[config.mk]
export PLATFORM = sky130hd
export DESIGN_NAME = run_sequencer
export DESIGN_NICKNAME = d
export VERILOG_FILES = /design/src/rtl/tb_ctrl_pkg.sv /design/src/rtl/cycle_timer.sv /design/src/rtl/run_sequencer.sv
export SDC_FILE = /design/constraint.sdc
export NUM_CORES = 1
export LEC_CHECK = 0
export ABC_AREA = 1
export CAP_MARGIN = 25
export CORE_AREA = 4 4 92 128
export CTS_BUF_LIST = sky130_fd_sc_hd__clkbuf_4
export DETAILED_ROUTE_END_ITERATION = 8
export DIE_AREA = 0 0 96 132
export PLACE_DENSITY = 0.79
export SLEW_MARGIN = 20
export SYNTH_ARGS = -nofsm -noshare
export SYNTH_HDL_FRONTEND = slang
export SYNTH_HIERARCHICAL = 1
export SYNTH_SLANG_ARGS = --single-unit
[constraint.sdc]
create_clock -name clk -period 4.2 [get_ports clk]
set_clock_uncertainty 0.05 [all_clocks]
set_input_delay 0.42 -clock clk [delete_from_list [all_inputs] [get_ports clk]]
set_output_delay 0.42 -clock clk [all_outputs]
set_load 0.02 [all_outputs]
[src/rtl/tb_ctrl_pkg.sv]
// Shared definitions for the run sequencer: FSM state encoding and the
// completion status codes reported on o_status.
package tb_ctrl_pkg;

    typedef enum logic [2:0] {
        S_IDLE  = 3'd0,
        S_CLEAR = 3'd1,
        S_RUN   = 3'd2,
        S_DRAIN = 3'd3,
        S_DONE  = 3'd4
    } state_e;

    localparam logic [1:0] ST_NONE  = 2'd0;  // no run finished yet
    localparam logic [1:0] ST_DONE  = 2'd1;  // sample count reached
    localparam logic [1:0] ST_ABORT = 2'd2;  // host abort
    localparam logic [1:0] ST_EVENT = 2'd3;  // stopped on monitor event

endpackage

[src/rtl/cycle_timer.sv]
// Loadable down-counter with zero flag, used for the fixed-length waits of
// the run sequencer (CLEAR hold time and DRAIN time).
//
// Ports:
//   clk      clock
//   reset    asynchronous active-low reset (counter -> 0)
//   i_load   load i_value (has priority over i_dec)
//   i_value  value to load
//   i_dec    decrement by one, stopping at zero
//   o_zero   counter currently holds zero
module cycle_timer #(
    parameter int W = 8
) (
    input  logic         clk,
    input  logic         reset,
    input  logic         i_load,
    input  logic [W-1:0] i_value,
    input  logic         i_dec,
    output logic         o_zero
);

    logic [W-1:0] cnt_q, cnt_d;

    always_comb begin
        cnt_d = cnt_q;
        if (i_load) begin
            cnt_d = i_value;
        end else if (i_dec && (cnt_q != '0)) begin
            cnt_d = cnt_q - 1'b1;
        end
    end

    always_ff @(posedge clk or negedge reset) begin
        if (!reset) begin
            cnt_q <= '0;
        end else begin
            cnt_q <= cnt_d;
        end
    end

    assign o_zero = (cnt_q == '0);

endmodule

[src/rtl/run_sequencer.sv]
// Run controller for the arithmetic testbench. A start command sequences one
// run: hold the chain in reset (CLEAR), enable the randomisers (RUN), let the
// DUT pipeline empty (DRAIN), then freeze the scoreboard and report (DONE).
//
// Ports:
//   clk              clock (same domain as the controlled chain)
//   reset            asynchronous active-low reset
//   i_start          single-cycle start request (IDLE/DONE only)
//   i_abort          abort request (CLEAR/RUN only)
//   i_sample_count   enabled cycles per run, 0 = free-run
//   i_drain_cycles   cycles to wait after enable drops
//   i_stop_on_event  end the run on the first monitor event
//   i_event          monitor event strobe
//   o_tb_reset       reset to randomisers/driver/monitor/scoreboard
//   o_enable         randomiser enable
//   o_freeze         scoreboard freeze
//   o_busy           run in progress (CLEAR, RUN, DRAIN)
//   o_done           run finished
//   o_status         0 none, 1 completed, 2 aborted, 3 stopped on event
//   o_sample_ctr     enabled cycles elapsed in the current/last run
module run_sequencer
    import tb_ctrl_pkg::*;
#(
    parameter int WIDTH        = 32,
    parameter int CLEAR_CYCLES = 4,
    parameter int DRAIN_WIDTH  = 8
) (
    input  logic                   clk,
    input  logic                   reset,
    input  logic                   i_start,
    input  logic                   i_abort,
    input  logic [WIDTH-1:0]       i_sample_count,
    input  logic [DRAIN_WIDTH-1:0] i_drain_cycles,
    input  logic                   i_stop_on_event,
    input  logic                   i_event,
    output logic                   o_tb_reset,
    output logic                   o_enable,
    output logic                   o_freeze,
    output logic                   o_busy,
    output logic                   o_done,
    output logic [1:0]             o_status,
    output logic [WIDTH-1:0]       o_sample_ctr
);

    // One timer serves both waits, so it must hold either load value.
    localparam int CLR_W = $clog2(CLEAR_CYCLES + 1);
    localparam int TW    = (CLR_W > DRAIN_WIDTH) ? CLR_W : DRAIN_WIDTH;
    localparam logic [TW-1:0] CLR_LOAD = TW'(CLEAR_CYCLES - 1);

    state_e                 state_q, state_d;
    logic [WIDTH-1:0]       count_q, count_d;
    logic [DRAIN_WIDTH-1:0] drain_q, drain_d;
    logic [WIDTH-1:0]       ctr_q, ctr_d;
    logic [1:0]             status_q, status_d;
    logic                   tb_reset_q, enable_q, freeze_q, busy_q, done_q;

    logic                   tmr_load, tmr_dec, tmr_zero;
    logic [TW-1:0]          tmr_val;
    logic [WIDTH-1:0]       ctr_inc;
    logic [DRAIN_WIDTH-1:0] drain_m1;
    logic                   count_hit;

    cycle_timer #(.W(TW)) u_timer (
        .clk     (clk),
        .reset   (reset),
        .i_load  (tmr_load),
        .i_value (tmr_val),
        .i_dec   (tmr_dec),
        .o_zero  (tmr_zero)
    );

    // Timer counts down to zero and the wait ends on the cycle it reads zero,
    // so N wait cycles need a load of N-1. A drain of 0 still spends one
    // cycle in DRAIN, same as a drain of 1.
    assign drain_m1  = (drain_q == '0) ? '0 : drain_q - 1'b1;
    assign ctr_inc   = (ctr_q == '1) ? ctr_q : ctr_q + 1'b1;
    // ctr_inc is the count including the current RUN cycle.
    assign count_hit = (count_q != '0) && (ctr_inc == count_q);

    always_comb begin
        state_d  = state_q;
        count_d  = count_q;
        drain_d  = drain_q;
        ctr_d    = ctr_q;
        status_d = status_q;
        tmr_load = 1'b0;
        tmr_dec  = 1'b0;
        tmr_val  = '0;

        case (state_q)
            S_IDLE, S_DONE: begin
                if (i_start) begin
                    state_d  = S_CLEAR;
                    count_d  = i_sample_count;
                    drain_d  = i_drain_cycles;
                    ctr_d    = '0;
                    status_d = ST_NONE;
                    tmr_load = 1'b1;
                    tmr_val  = CLR_LOAD;
                end
            end
            S_CLEAR: begin
                if (i_abort) begin
                    state_d  = S_DONE;
                    status_d = ST_ABORT;
                end else if (tmr_zero) begin
                    state_d = S_RUN;
                end else begin
                    tmr_dec = 1'b1;
                end
            end
            S_RUN: begin
                ctr_d = ctr_inc;
                if (i_abort || (i_stop_on_event && i_event) || count_hit) begin
                    state_d  = S_DRAIN;
                    tmr_load = 1'b1;
                    tmr_val  = TW'(drain_m1);
                    if (i_abort) begin
                        status_d = ST_ABORT;
                    end else if (i_stop_on_event && i_event) begin
                        status_d = ST_EVENT;
                    end else begin
                        status_d = ST_DONE;
                    end
                end
            end
            S_DRAIN: begin
                if (tmr_zero) begin
                    state_d = S_DONE;
                end else begin
                    tmr_dec = 1'b1;
                end
            end
            default: begin
                state_d = S_IDLE;
            end
        endcase
    end

    // Control outputs are decoded from the next state so they change on the
    // same edge as the state itself.
    always_ff @(posedge clk or negedge reset) begin
        if (!reset) begin
            state_q    <= S_IDLE;
            count_q    <= '0;
            drain_q    <= '0;
            ctr_q      <= '0;
            status_q   <= ST_NONE;
            tb_reset_q <= 1'b0;
            enable_q   <= 1'b0;
            freeze_q   <= 1'b0;
            busy_q     <= 1'b0;
            done_q     <= 1'b0;
        end else begin
            state_q    <= state_d;
            count_q    <= count_d;
            drain_q    <= drain_d;
            ctr_q      <= ctr_d;
            status_q   <= status_d;
            tb_reset_q <= (state_d == S_CLEAR);
            enable_q   <= (state_d == S_RUN);
            freeze_q   <= (state_d == S_DONE);
            busy_q     <= (state_d == S_CLEAR) || (state_d == S_RUN) || (state_d == S_DRAIN);
            done_q     <= (state_d == S_DONE);
        end
    end

    assign o_tb_reset   = tb_reset_q;
    assign o_enable     = enable_q;
    assign o_freeze     = freeze_q;
    assign o_busy       = busy_q;
    assign o_done       = done_q;
    assign o_status     = status_q;
    assign o_sample_ctr = ctr_q;

endmodule

==> results of run 1 <==
-- layout by cell type, fill, tap and decap left out, drive strengths merged, types with 5 or more instances in the layout --
cell type      count
clkdlybuf4s50     83
nor3              11
nand2            346
xnor2              6
xor2              11
nand3b             8
dfrtp             89
nand3             88
inv               92
buf               10
nand4             12
nor4               9
o22ai              6
ha                 5
nor2              90
clkbuf            10
o21ai             61
-- sequential cells by signal, summed over array words and instances, names as in the netlist --
register / count
o_sample_ctr: 32
o_status: 2
state_q: 3
u_timer/cnt_q: 8
o_tb_reset: 1
o_busy: 1
drain_q: 8
o_enable: 1
o_done: 1
count_q: 32
-- report_power, final --
group	switching, mW	leakage [nW]	total (mW)	internal [mW]
registers	0.261	1.16	1.37	1.11
logic	0.936	1.99	1.46	0.528
clock network	0.304	0.0743	0.490	0.186
-- Yosys cell counts, types with 3 or more instances --
master / instances
nand3_1: 86
nor4_1: 9
clkbuf_1: 13
ha_1: 5
nand2_4: 3
o22ai_1: 6
inv_1: 90
xor2_1: 11
buf_6: 3
nand3b_1: 8
o21ai_0: 57
nor2_1: 84
nand2_1: 339
buf_1: 3
xnor2_1: 6
o21ai_1: 3
buf_2: 3
nor2_2: 3
nand4_1: 12
dfrtp_1: 89
nor3_1: 10
nand2_2: 4
-- final timing paths --
kind / depth (start not counted) / end / slack [ns] / startpoint
worst max-delay path: 22 / u_timer/cnt_q[4] / 0.45 / o_sample_ctr[0]
min in group asynchronous: 2 / o_sample_ctr[26] / 0.50 / reset
worst min-delay path: 3 / drain_q[5] / 0.44 / i_drain_cycles[5]
worst max register to register: 22 / u_timer/cnt_q[4] / 0.45 / o_sample_ctr[0]
max in group asynchronous: 3 / o_sample_ctr[4] / 2.65 / reset
worst min register to register: 2 / o_status[1] / 0.45 / o_status[1]
-- per-layer routing --
| layer | vias to the layer above | global-route usage |
|---|---|---|
| met3 | 69 | 0.05711 |
| met2 | 242 | 0.4948 |
| li1 | 2916 | - |
| met4 | 0 | 0.1638 |
| met1 | 2767 | 0.3426 |
| met5 | - | 0 |
-- area by class of cell --
type,instances,area [sq um],share of cell area
Clock inverter,5,56.30,0.008230
Clock buffer,10,75.07,0.01097
Timing Repair Buffer,94,915.9,0.1339
Tap cell,141,176.4,0.02579
Multi-Input combinational cell,661,3044,0.4450
Inverter,92,346.6,0.05066
Sequential cell,89,2227,0.3255
-- through the flow --
step / total power, mW / setup slack, ns / instances / instance area (sq um)
CTS: 3.335 / 0.5306 / 1092 / 6842
detailed placement: 2.850 / 0.5444 / 1076 / 6700
global route: 3.576 / 0.1801 / 1092 / 6842
global placement: 2.835 / 0.5717 / 1076 / 6700
floorplan: 2.315 / 1.129 / 865 / 5720
finish: 3.329 / 0.4503 / 1092 / 6842
-- kinds of logic after synthesis --
family          after synthesis  share of synthesized area
fa+ha+maj                     5                    0.01094
flops                        89                     0.3893
xor+xnor                     17                    0.02603
simple gates                566                     0.4234
buf+inv                     115                    0.08092
compound gates               73                    0.06934
-- worst min-delay path, cell delays in order --
cell             delay (ns)
clkdlybuf4s50_1        0.39
nand2_1                0.06
nand2_1                0.04
==> metrics.txt, run 1 <==
status complete, no violations; Area growth syn-to-layout 19.60%; Cell Area, Synth 5720 sq um; via total after detailed routing roughly 6000; largest net degree at the start of global routing 67; min cycle time layout about 3.7 ns; DRC 0; postcts setup bufs 0; Clock Latency Late Sink approximately 0.45 ns; CP Buf/Inv Count 2; Root Buffer clkbuf_4; final setup vio count 0; CTS Buffer Depth 2; f_max ~270 MHz; highest metal layer with signal wires met4; P_leak 3.222 nW; ys async rst share 1.000; RSZ-0062 raised after global routing no; Fin Hold WS 0.4432 ns; Synth Flop Type dfrtp_1; nets@finish between 900 and 1000; Inserted Clock Buffers 9; Rel. slew slack 0.2899; Ports 85; crit path max-delay cell type dfrtp_1; Die ar. approximately 13000 sq um; Fin. Hold Viols 0; die width between 90 and 100 um; yosys synthesis warning count 6; H-tree depth 3; crit path kind flop to flop; Worst Path Required between 4 and 5 ns; Distinct cells, synth 36; input/output buffers 84; Synth Register Bits just under 90; cell family with most CP delay simple AND/OR/NAND/NOR gates; CP Capture Type flop; ANT nets after route 0; slowest stage delay, CP ~0.52 ns; Max-Cap Viols 0; CTS hold repair buffers 1; Avg Cell Area, Syn between 6 and 7 sq um; drt wl/cell about 17 um; Setup TNS 0 ns; dominant cell type by area after synthesis dfrtp_1; PostCTS Resize Cnt 0; slew at the pin closest to its max-slew limit around 1.1 ns; pwr/cell area 486.5 nW/um^2; metal1 wirelength about 6800 um; CP most frequent cell nand2_1; antenna fix cells 0; core area about 11000 sq um; proportion of layout cells with a drive suffix above 1 0.04732; Initial Util 0.5319; FP Rows between 40 and 50; grt ovf 0; first-pass GRT wire length about 29000 um; Routed WL 18250 um; CP arrival between 4 and 5 ns; DR vias/cell 5.489; filler cell count approximately 1000; worst-path cell chain ha_1 > nand3_1 > nor2_1 > nand3_1 > nand2_1 > nand2_1 > nand2_1 > nand2_1 > nand2_1 > nand3_1 > nor2_1 > nand3_1 > nor2_1 > nand2_1 > nand2_2 > nand2_4 > nand2_1 > inv_1 > nand2_4 > clkinv_2 > nand2_1 > nand2_1; HP Class input port to flop; met2 wire len 9396 um; met3 WL between 900 and 1000 um; syn nets a little over 900; VDD IR max 0.5623 mV; GRT Total Usage 0.2946; final slew viol count 0; top-area cell type share of the netlist area 0.3893; first-pass iteration count of the detailed router 6; Critical Path Start Type flop; drt first-iter violations ~390; DPL Wire Length about 14000 um; clk slew on worst S/H paths 0.14 ns; Die H roughly 130 um; Seq/Total Area, Yosys 0.3893; vias in the first global route about 5700; antenna violations before repair 0; CTS tree done; final core occ 0.6362; number of synthesized flops with an enable pin 0; Mapped Cells slightly below 900; clock tree sinks 89; crit share post-route 0.8928; top cells by area, synth dfrtp_1 39%, nand2_1 22%, nand3_1 7.5%; Worst Path Max Fanout 10; Placer Congestion 1.024
Note: power is estimated with default switching activity, not from simulation.
==> run 2, diff against run 1 <==
SLEW_MARGIN = 0   (was 20)
==> results of run 2 <==
The final DEF is identical to that of run 1; final timing and power are the same.
==> RTL change (flow settings as in run 2) <==
`CLEAR_CYCLES`: 4 -> 8.
--- a/src/rtl/run_sequencer.sv
+++ b/src/rtl/run_sequencer.sv
@@ -22,7 +22,7 @@
     import tb_ctrl_pkg::*;
 #(
     parameter int WIDTH        = 32,
-    parameter int CLEAR_CYCLES = 4,
+    parameter int CLEAR_CYCLES = 8,
     parameter int DRAIN_WIDTH  = 8
 ) (
     input  logic                   clk,
Formal check against the unedited RTL: not equivalent (Yosys sat finds a counterexample within 10 cycles, from zero or initial values and one cycle with reset low).
==> RTL change against run 2 <==
Largest power group unchanged. Sequential cell count unchanged. Synthesized area is 1.9% higher. Design area rose by 1.4%. Power rose by 0.29%. Utilization rose by 0.90 points. Setup slack gained 0.026 ns. Critical path type unchanged. Clock power increased by 3%. Routed wire length fell by 5.0%. Fmax grew 0.69%. Die area stayed put. Non-clock buffer count rose by 1. Via count up 1.0%.
==> RTL change: results (changes against run 2) <==
### Min path
- i_sample_count[1] — start point of the worst min-delay path, was i_drain_cycles[5]
- count_q[1] — Hold Crit Endpoint, was drain_q[5]
- input port to flip-flop — Hold Path Class, unchanged

### Synth
- 1.00 — asr flop ratio synth, unchanged
- nand2_1, inv_1, dfrtp_1 — top cells by count, synth, unchanged
- 0.382 — share of the yosys chip area belonging to registers, was 0.389
- 937 — nets in the synthesized netlist, was 916
- dfrtp_1, nand2_1, nand3_1 — cell types occupying the most area after synthesis, unchanged

### Pwr
- 481 mW/mm^2 — power density cells, was 487 mW/mm^2
- 0.152 — Clk network pwr share, was 0.147
- 1490 uW — net switching component of the power, was 1500 uW
- 0.450 mV — maximum resistive drop on vdd, was 0.562 mV
- 0.438 — power share of the combinational group, was 0.440
- 0.00328 uW — Leakage, was 0.00322 uW

### Place
- 0.587 ns — post-placement worst setup slack, was 0.544 ns
- 1.01 — routability-driven placement congestion ratio, was 1.02
- 13,500 um — Post-DP HPWL, was 14,100 um

### STA
- 0.421 ns — minimum hold slack, was 0.443 ns
- 3.72 ns — time the final worst path needs with I/O delays and setup, was 3.75 ns
- 0.398 — worst-case headroom to the max-slew limit, was 0.290

### Global route
- 0 — initial antenna violation count, unchanged
- 27,800 um — wire length of the first global-routing pass, was 28,700 um
- 5,769 — number of global-route vias before repair, was 5,712
- 68 — largest net degree at the start of global routing, was 67
- 0.283 — total global routing track utilization, was 0.295

### Detailed routing
- 6,056 — Vias, was 5,994
- 15.6 um — per-cell routed wire length, was 16.7 um
- 7 — first drt pass iteration count, was 6
- 347 — initial drt markers, was 388

### Setup path
- 0.48 ns — reg-to-reg setup timing slack, was 0.45 ns
- 23 — r2r worst-path depth, was 22
- u_timer/cnt_q[3] — FF-to-FF End, was u_timer/cnt_q[4]
- u_timer/cnt_q[3] — crit path capture, was u_timer/cnt_q[4]
- 4.04 ns — Arrival @ worst endpoint, was 4.06 ns
- 39 — Crit Path Max Fanout, was 10

### Status
- complete, no violations — run status, unchanged

### Final layout
- 1,017 — nets, was 998
- 0.0659 — layout cell share with drive strength beyond 1, was 0.0473
- 995 — count of fill cells added during filler insertion, was 1,035

### Clocking
- 0.47 ns — source-to-sink clock delay at the later pin of the worst-skew pair, was 0.45 ns
- 9 — total clock buffers created by CTS, unchanged
- clkbuf_4 — root buffer selected by CTS, unchanged
- 0.16 ns — clock edge transition at the registers on the reported setup and hold paths, was 0.14 ns

## RTL change: cell families after synthesis
group,after synthesis,synth area share
buffers and inverters,126,0.0895
xor gates and xnor gates,15,0.0225
DFF,89,0.382
and+or+nand+nor,574,0.422
adders and majority gates,5,0.0107
AOI/OAI and AO/OA,77,0.0734
## RTL change: layout make-up
| type | instances | area share |
|---|---|---|
| multi-input cells | 671 | 0.446 |
| flip-flops and latches | 89 | 0.321 |
| repair buffers | 95 | 0.133 |
| inverters | 100 | 0.0543 |
| well taps | 141 | 0.0254 |
| clock buffers | 10 | 0.0108 |
| clock inverters | 6 | 0.00938 |
| diodes | 1 | 0.000361 |
## RTL change: worst max-delay path, stage by stage, from the launching register on
cell,delay (ns)
dfrtp_1,0.57
ha_1,0.22
nand2_1,0.09
nor2_4,0.13
nand2_4,0.09
nor2_8,0.17
nand2_2,0.44
nand2_1,0.27
nand2_1,0.07
nand2_1,0.06
nand4_1,0.11
nor2_1,0.13
nand2_1,0.06
nor2_1,0.14
nand2_1,0.12
nand2_2,0.08
nand2_2,0.05
nand2_1,0.07
buf_4,0.19
inv_1,0.16
nand2_4,0.15
clkinv_2,0.08
nand2_1,0.06
nand2_1,0.05
## RTL change: layer usage
layer / share of wire / vias to the layer above / GRT usage
met2: 0.50 / 279 / 0.465
li1: - / 2961 / -
met1: 0.38 / 2741 / 0.336
met3: 0.065 / 75 / 0.0531
met5: 0 / - / 0
met4: 0.058 / 0 / 0.167
## RTL change: metrics by stage
| step | std cells | cell area [um^2] |
|---|---|---|
| after floorplan | 886 | 5830 |
| after global placement | 1095 | 6790 |
| after detailed placement | 1095 | 6790 |
| after CTS | 1112 | 6940 |
| after global routing | 1112 | 6940 |
| final | 1113 | 6940 |
